`config.mk`:
```
export PLATFORM = sky130hd
export DESIGN_NAME = f5_sweep_check
export DESIGN_NICKNAME = d
export VERILOG_FILES = /design/src/rtl/f5_sweep_check.sv
export SDC_FILE = /design/constraint.sdc
export NUM_CORES = 1
export LEC_CHECK = 0
export ABC_AREA = 1
export CAP_MARGIN = 5
export CORE_MARGIN = 4
export CORE_UTILIZATION = 45
export DETAILED_ROUTE_END_ITERATION = 10
export PLACE_DENSITY = 0.78
export SYNTH_ARGS = -nofsm -noshare
export SYNTH_HDL_FRONTEND = slang
export SYNTH_SLANG_ARGS = --single-unit
export TNS_END_PERCENT = 5
```
`constraint.sdc`:
```
create_clock -name clk -period 2.42 [get_ports clk]
set_clock_uncertainty 0.2 [all_clocks]
set_input_delay 0.242 -clock clk [delete_from_list [all_inputs] [get_ports clk]]
set_output_delay 0.242 -clock clk [all_outputs]
set_load 0.01 [all_outputs]
```
`src/rtl/f5_sweep_check.sv`:
```
// f5_sweep_check
// Clocked stimulus-and-check sweep around the f5 pair (s = ~a & b). The block
// drives each {x, y} vector in turn into both f5 instances. It holds each
// vector for SETTLE cycles, samples both instance outputs in a one-cycle
// CHECK state and compares them with the golden value. It then reports a
// saturating error count and the first failing vector.
//
// Ports:
//   clk            system clock, rising edge
//   rst_n          asynchronous active-low reset
//   start          sweep request, accepted only in IDLE or DONE
//   x, y           stimulus to both f5 instances (x = vector MSB)
//   a_in           output of the gate-level f5 instance
//   b_in           output of the expression f5 instance
//   busy           sweep in progress
//   done           sweep finished, held until the next accepted start
//   err_cnt        number of failing vectors, saturating
//   err_flag       at least one vector failed in the last sweep
//   first_err_vec  {x, y} of the first failing vector (valid when err_flag)
//
// state | meaning
// ------+-------------------------------------------------------------
// IDLE  | after reset, waiting for start
// WAIT  | holding the current vector for SETTLE cycles
// CHECK | one cycle; a_in/b_in are sampled at its closing edge
// DONE  | sweep finished, results held, waiting for start

module f5_sweep_check #(
   parameter int SETTLE = 1,
   parameter int ERR_W  = 3
) (
   input  logic             clk,
   input  logic             rst_n,
   input  logic             start,
   output logic             x,
   output logic             y,
   input  logic             a_in,
   input  logic             b_in,
   output logic             busy,
   output logic             done,
   output logic [ERR_W-1:0] err_cnt,
   output logic             err_flag,
   output logic [1:0]       first_err_vec
);

   localparam logic [1:0] ST_IDLE  = 2'd0;
   localparam logic [1:0] ST_WAIT  = 2'd1;
   localparam logic [1:0] ST_CHECK = 2'd2;
   localparam logic [1:0] ST_DONE  = 2'd3;

   localparam int              WAIT_W    = (SETTLE > 1) ? $clog2(SETTLE) : 1;
   localparam logic [WAIT_W-1:0] WAIT_LAST = WAIT_W'(SETTLE - 1);
   localparam logic [ERR_W-1:0]  ERR_MAX   = '1;

   logic [1:0]        state;
   logic [1:0]        vec;
   logic [WAIT_W-1:0] wait_cnt;
   logic              exp_s;
   logic              vec_fail;

   // The vector register drives x/y directly, so the stimulus stays registered.
   assign x = vec[1];
   assign y = vec[0];

   assign exp_s    = ~vec[1] & vec[0];
   // A mismatch between a_in and b_in always shows up as one of them
   // disagreeing with the golden value, so no separate pair compare is needed.
   assign vec_fail = (a_in != exp_s) || (b_in != exp_s);

   always_ff @(posedge clk or negedge rst_n) begin
      if (!rst_n) begin
         state         <= ST_IDLE;
         vec           <= 2'b00;
         wait_cnt      <= '0;
         busy          <= 1'b0;
         done          <= 1'b0;
         err_cnt       <= '0;
         err_flag      <= 1'b0;
         first_err_vec <= 2'b00;
      end else begin
         case (state)
            ST_IDLE, ST_DONE: begin
               if (start) begin
                  state         <= ST_WAIT;
                  vec           <= 2'b00;
                  wait_cnt      <= '0;
                  busy          <= 1'b1;
                  done          <= 1'b0;
                  err_cnt       <= '0;
                  err_flag      <= 1'b0;
                  first_err_vec <= 2'b00;
               end
            end
            ST_WAIT: begin
               if (wait_cnt == WAIT_LAST) begin
                  state <= ST_CHECK;
               end else begin
                  wait_cnt <= wait_cnt + WAIT_W'(1);
               end
            end
            ST_CHECK: begin
               if (vec_fail) begin
                  if (err_cnt != ERR_MAX) begin
                     err_cnt <= err_cnt + ERR_W'(1);
                  end
                  if (!err_flag) begin
                     err_flag      <= 1'b1;
                     first_err_vec <= vec;
                  end
               end
               if (vec == 2'b11) begin
                  // x/y keep the last vector while results are held.
                  state <= ST_DONE;
                  busy  <= 1'b0;
                  done  <= 1'b1;
               end else begin
                  state    <= ST_WAIT;
                  vec      <= vec + 2'b01;
                  wait_cnt <= '0;
               end
            end
            default: begin
               state <= ST_IDLE;
               busy  <= 1'b0;
               done  <= 1'b0;
            end
         endcase
      end
   end

endmodule

```
==> metrics.md <==
| Metric | Value |
|---|---|
| Status | complete, no violations |
| Largest net degree at the start of global routing | 13 |
| Diodes inserted | 0 |
| FF-to-FF setup slack | 650 ps |
| Clk pin slew, worst setup/hold paths | 70 ps |
| Rows | 14 |
| Initial Util | 0.4726 |
| Max Cap Viol | 0 |
| DIE AREA | between 2000 and 2500 µm² |
| CTS root buf | clkbuf_4 |
| Crit path max-delay family | flip-flops |
| Initial antenna violation count | 0 |
| Largest area contributor in the netlist | dfrtp_1 |
| Most frequent cells in the layout | 22 x nand2_1, 14 x clkdlybuf4s50_1, 12 x dfrtp_1 |
| Post-Route WL | around 1300 µm |
| Critical path arrival | 1730 ps |
| Global-route wire length before repair | 2090 µm |
| R2R Path End | err_cnt[0] |
| Die H | roughly 48 µm |
| CTS sink count | 12 |
| Layout cell share with drive strength beyond 1 | 0.1429 |
| Top cell type's share of synthesized area | 0.4218 |
| Mean Syn Cell Area | 8.682 µm² |
| Biggest cell delay along the critical path | 410 ps |
| TritonCTS clock tree | yes |
| Unrepaired setup endpoints after global routing | false |
| CP max-delay cell | dfrtp_1 |
| Nature of the critical path endpoint | flop |
| Max VDD drop | 787.3 µV |
| Synth Cell Area | 711.9 µm² |
| Clock Latency Late Sink | 270 ps |
| Post-CTS setup buffers | 0 |
| Routability cong. | roughly 0.87 |
| Final layout net count | 112 |
| Longest Clk Path Bufs | 2 |
| Synth top area cells | dfrtp_1 42%, ha_1 12%, nand2_1 12% |
| TritonRoute pass-1 iters | 4 |
| Post-DP HPWL | 1045 µm |
| Fin crit share | 0.7325 |
| Pwr/cell area | 1133 nW/µm² |
| Hold_buf cts | 0 |
| Vias in the first global route | 539 |
| Total global routing overflow | 0 |
| R2R Path Start | state[0] |
| CP Launch Type | flop |
| 1st-iter DRT viols | 9 |
| Post-synthesis cell type count | 18 |
| Slew HR | 0.6453 |
| Avg WL per Cell | 11.00 µm |
| Seq/Total Area, Yosys | 0.4218 |
| Number of H-tree levels | 1 |
| Die Width | 47.78 µm |
| Routed Antenna Nets | 0 |
| Final number of setup-violating endpoints | 0 |
| Ports | 15 |
| Fin crit period | 1773 ps |
| Most frequent CP cell | nand2_1 |
| Post-Synthesis Cells | about 80 |
| CP Buf/Inv Count | 3 |
| R2R depth | 9 |
| Worst hold path type | in -> async |
| PnR worst setup slack | 647.3 ps |
| Port bufs | 14 |
| Max-slew violation count | 0 |
| Placement Setup Slack | approximately 660 ps |
| Leakage | 0.4695 nW |
| Crit path kind | reg -> reg |
| Via count | around 580 |
| Total CTS buffers | 3 |
| Critical path required time | ~2400 ps |
| Syn-to-layout area delta | 24.60% |
| Yosys warns | 0 |
| Most common cell after layout, fill and taps aside | nand2_1 |
| Fin. Hold Viols | 0 |
| Synthesis-stage register bit count | 12 |
| Syn_nets | 94 |
| Setup TNS | 0 ps |
| Worst path cell trace | inv_1 > ha_1 > inv_2 > nand2_2 > nand2_4 > clkinv_4 > nand3_2 > nand2_1 > nand2_1 |
| Worst-margin pin slew | about 530 ps |
| CP Max Fanout | 11 |
| Core area | between 1500 and 2000 µm² |
| Fmax | ~0.56 GHz |
| Post-cts gate resize count | 0 |
| GRT Total Usage | 0.1314 |
| Post-DR vias/cell | 5.053 |
| # DRC | 0 |
-- flip-flops by register name, indices dropped and copies added (netlist names) --
| register | flops |
|---|---|
| state | 2 |
| busy | 1 |
| vec | 2 |
| done | 1 |
| first_err_vec | 2 |
| err_flag | 1 |
| err_cnt | 3 |
-- worst max path at each step --
stage / start / end / depth (start not counted)
2_1_floorplan: state[0] / err_cnt[0] / 8
3_3_place_gp: state[0] / done / 6
3_5_place_dp: state[0] / err_cnt[0] / 9
4_1_cts: state[0] / err_cnt[0] / 9
5_1_grt: state[0] / err_cnt[1] / 9
6_report: state[0] / err_cnt[0] / 9
-- area by class of cell --
| class | count | area, µm² |
|---|---|---|
| clock buffers | 3 | 22.52 |
| fillers | 135 | 619.3 |
| inverters | 12 | 50.05 |
| multi-input cells | 57 | 354.1 |
| flip-flops and latches | 12 | 300.3 |
| well taps | 16 | 20.02 |
| repair buffers | 14 | 140.1 |
-- cells in the mapped netlist (all sizes together) --
cell type and count:
nand2 26, dfrtp 12, inv 11, ha 7, nand4 5, nor2 5
o21ai 5, a21oi 4, nand3 3, buf 1, clkinv 1, o21a 1
o22ai 1
-- kinds of logic (layout without fill, tap and decap cells) --
| kind of cell | after synthesis | in the layout | share of synthesized area |
|---|---|---|---|
| fa+ha+maj | 7 | 7 | 0.1230 |
| buf+inv | 13 | 29 | 0.08085 |
| compound gates | 11 | 11 | 0.09315 |
| flops | 12 | 12 | 0.4218 |
| simple gates | 39 | 39 | 0.2812 |
-- metrics by stage --
| stage | area [µm²] | power (W) | std cells | hold slack (ps) | util |
|---|---|---|---|---|---|
| 3_3_place_gp | 864.6 | 0.0008827 | 111 | 258.9 | 0.5739 |
| 3_5_place_dp | 864.6 | 0.0008995 | 111 | 261.3 | 0.5739 |
| 2_1_floorplan | 711.9 | 0.0007302 | 82 | -253.6 | - |
| 5_1_grt | 887.1 | 0.001108 | 114 | 148.7 | 0.5889 |
| 4_1_cts | 887.1 | 0.001018 | 114 | 144.1 | 0.5889 |
| 6_report | 887.1 | 0.001005 | 114 | 121.5 | 0.5889 |
-- metal layers --
metal  routed length, µm  track usage  vias up
met5                   0            0        -
met4                  21      0.05376        0
met3                  96      0.05639        4
met2                 625       0.2322       16
met1                 510       0.1347      260
li1                    -            -      296
-- power by group --
part | switching [W] | leakage (nW) | internal, W
Sequential | 0.0000486 | 0.156 | 0.000265
Combinational | 0.000335 | 0.300 | 0.000241
Clock | 0.0000589 | 0.0138 | 0.0000576
Total | 0.000442 | 0.470 | 0.000563
Power figures use the tool's default switching activity.
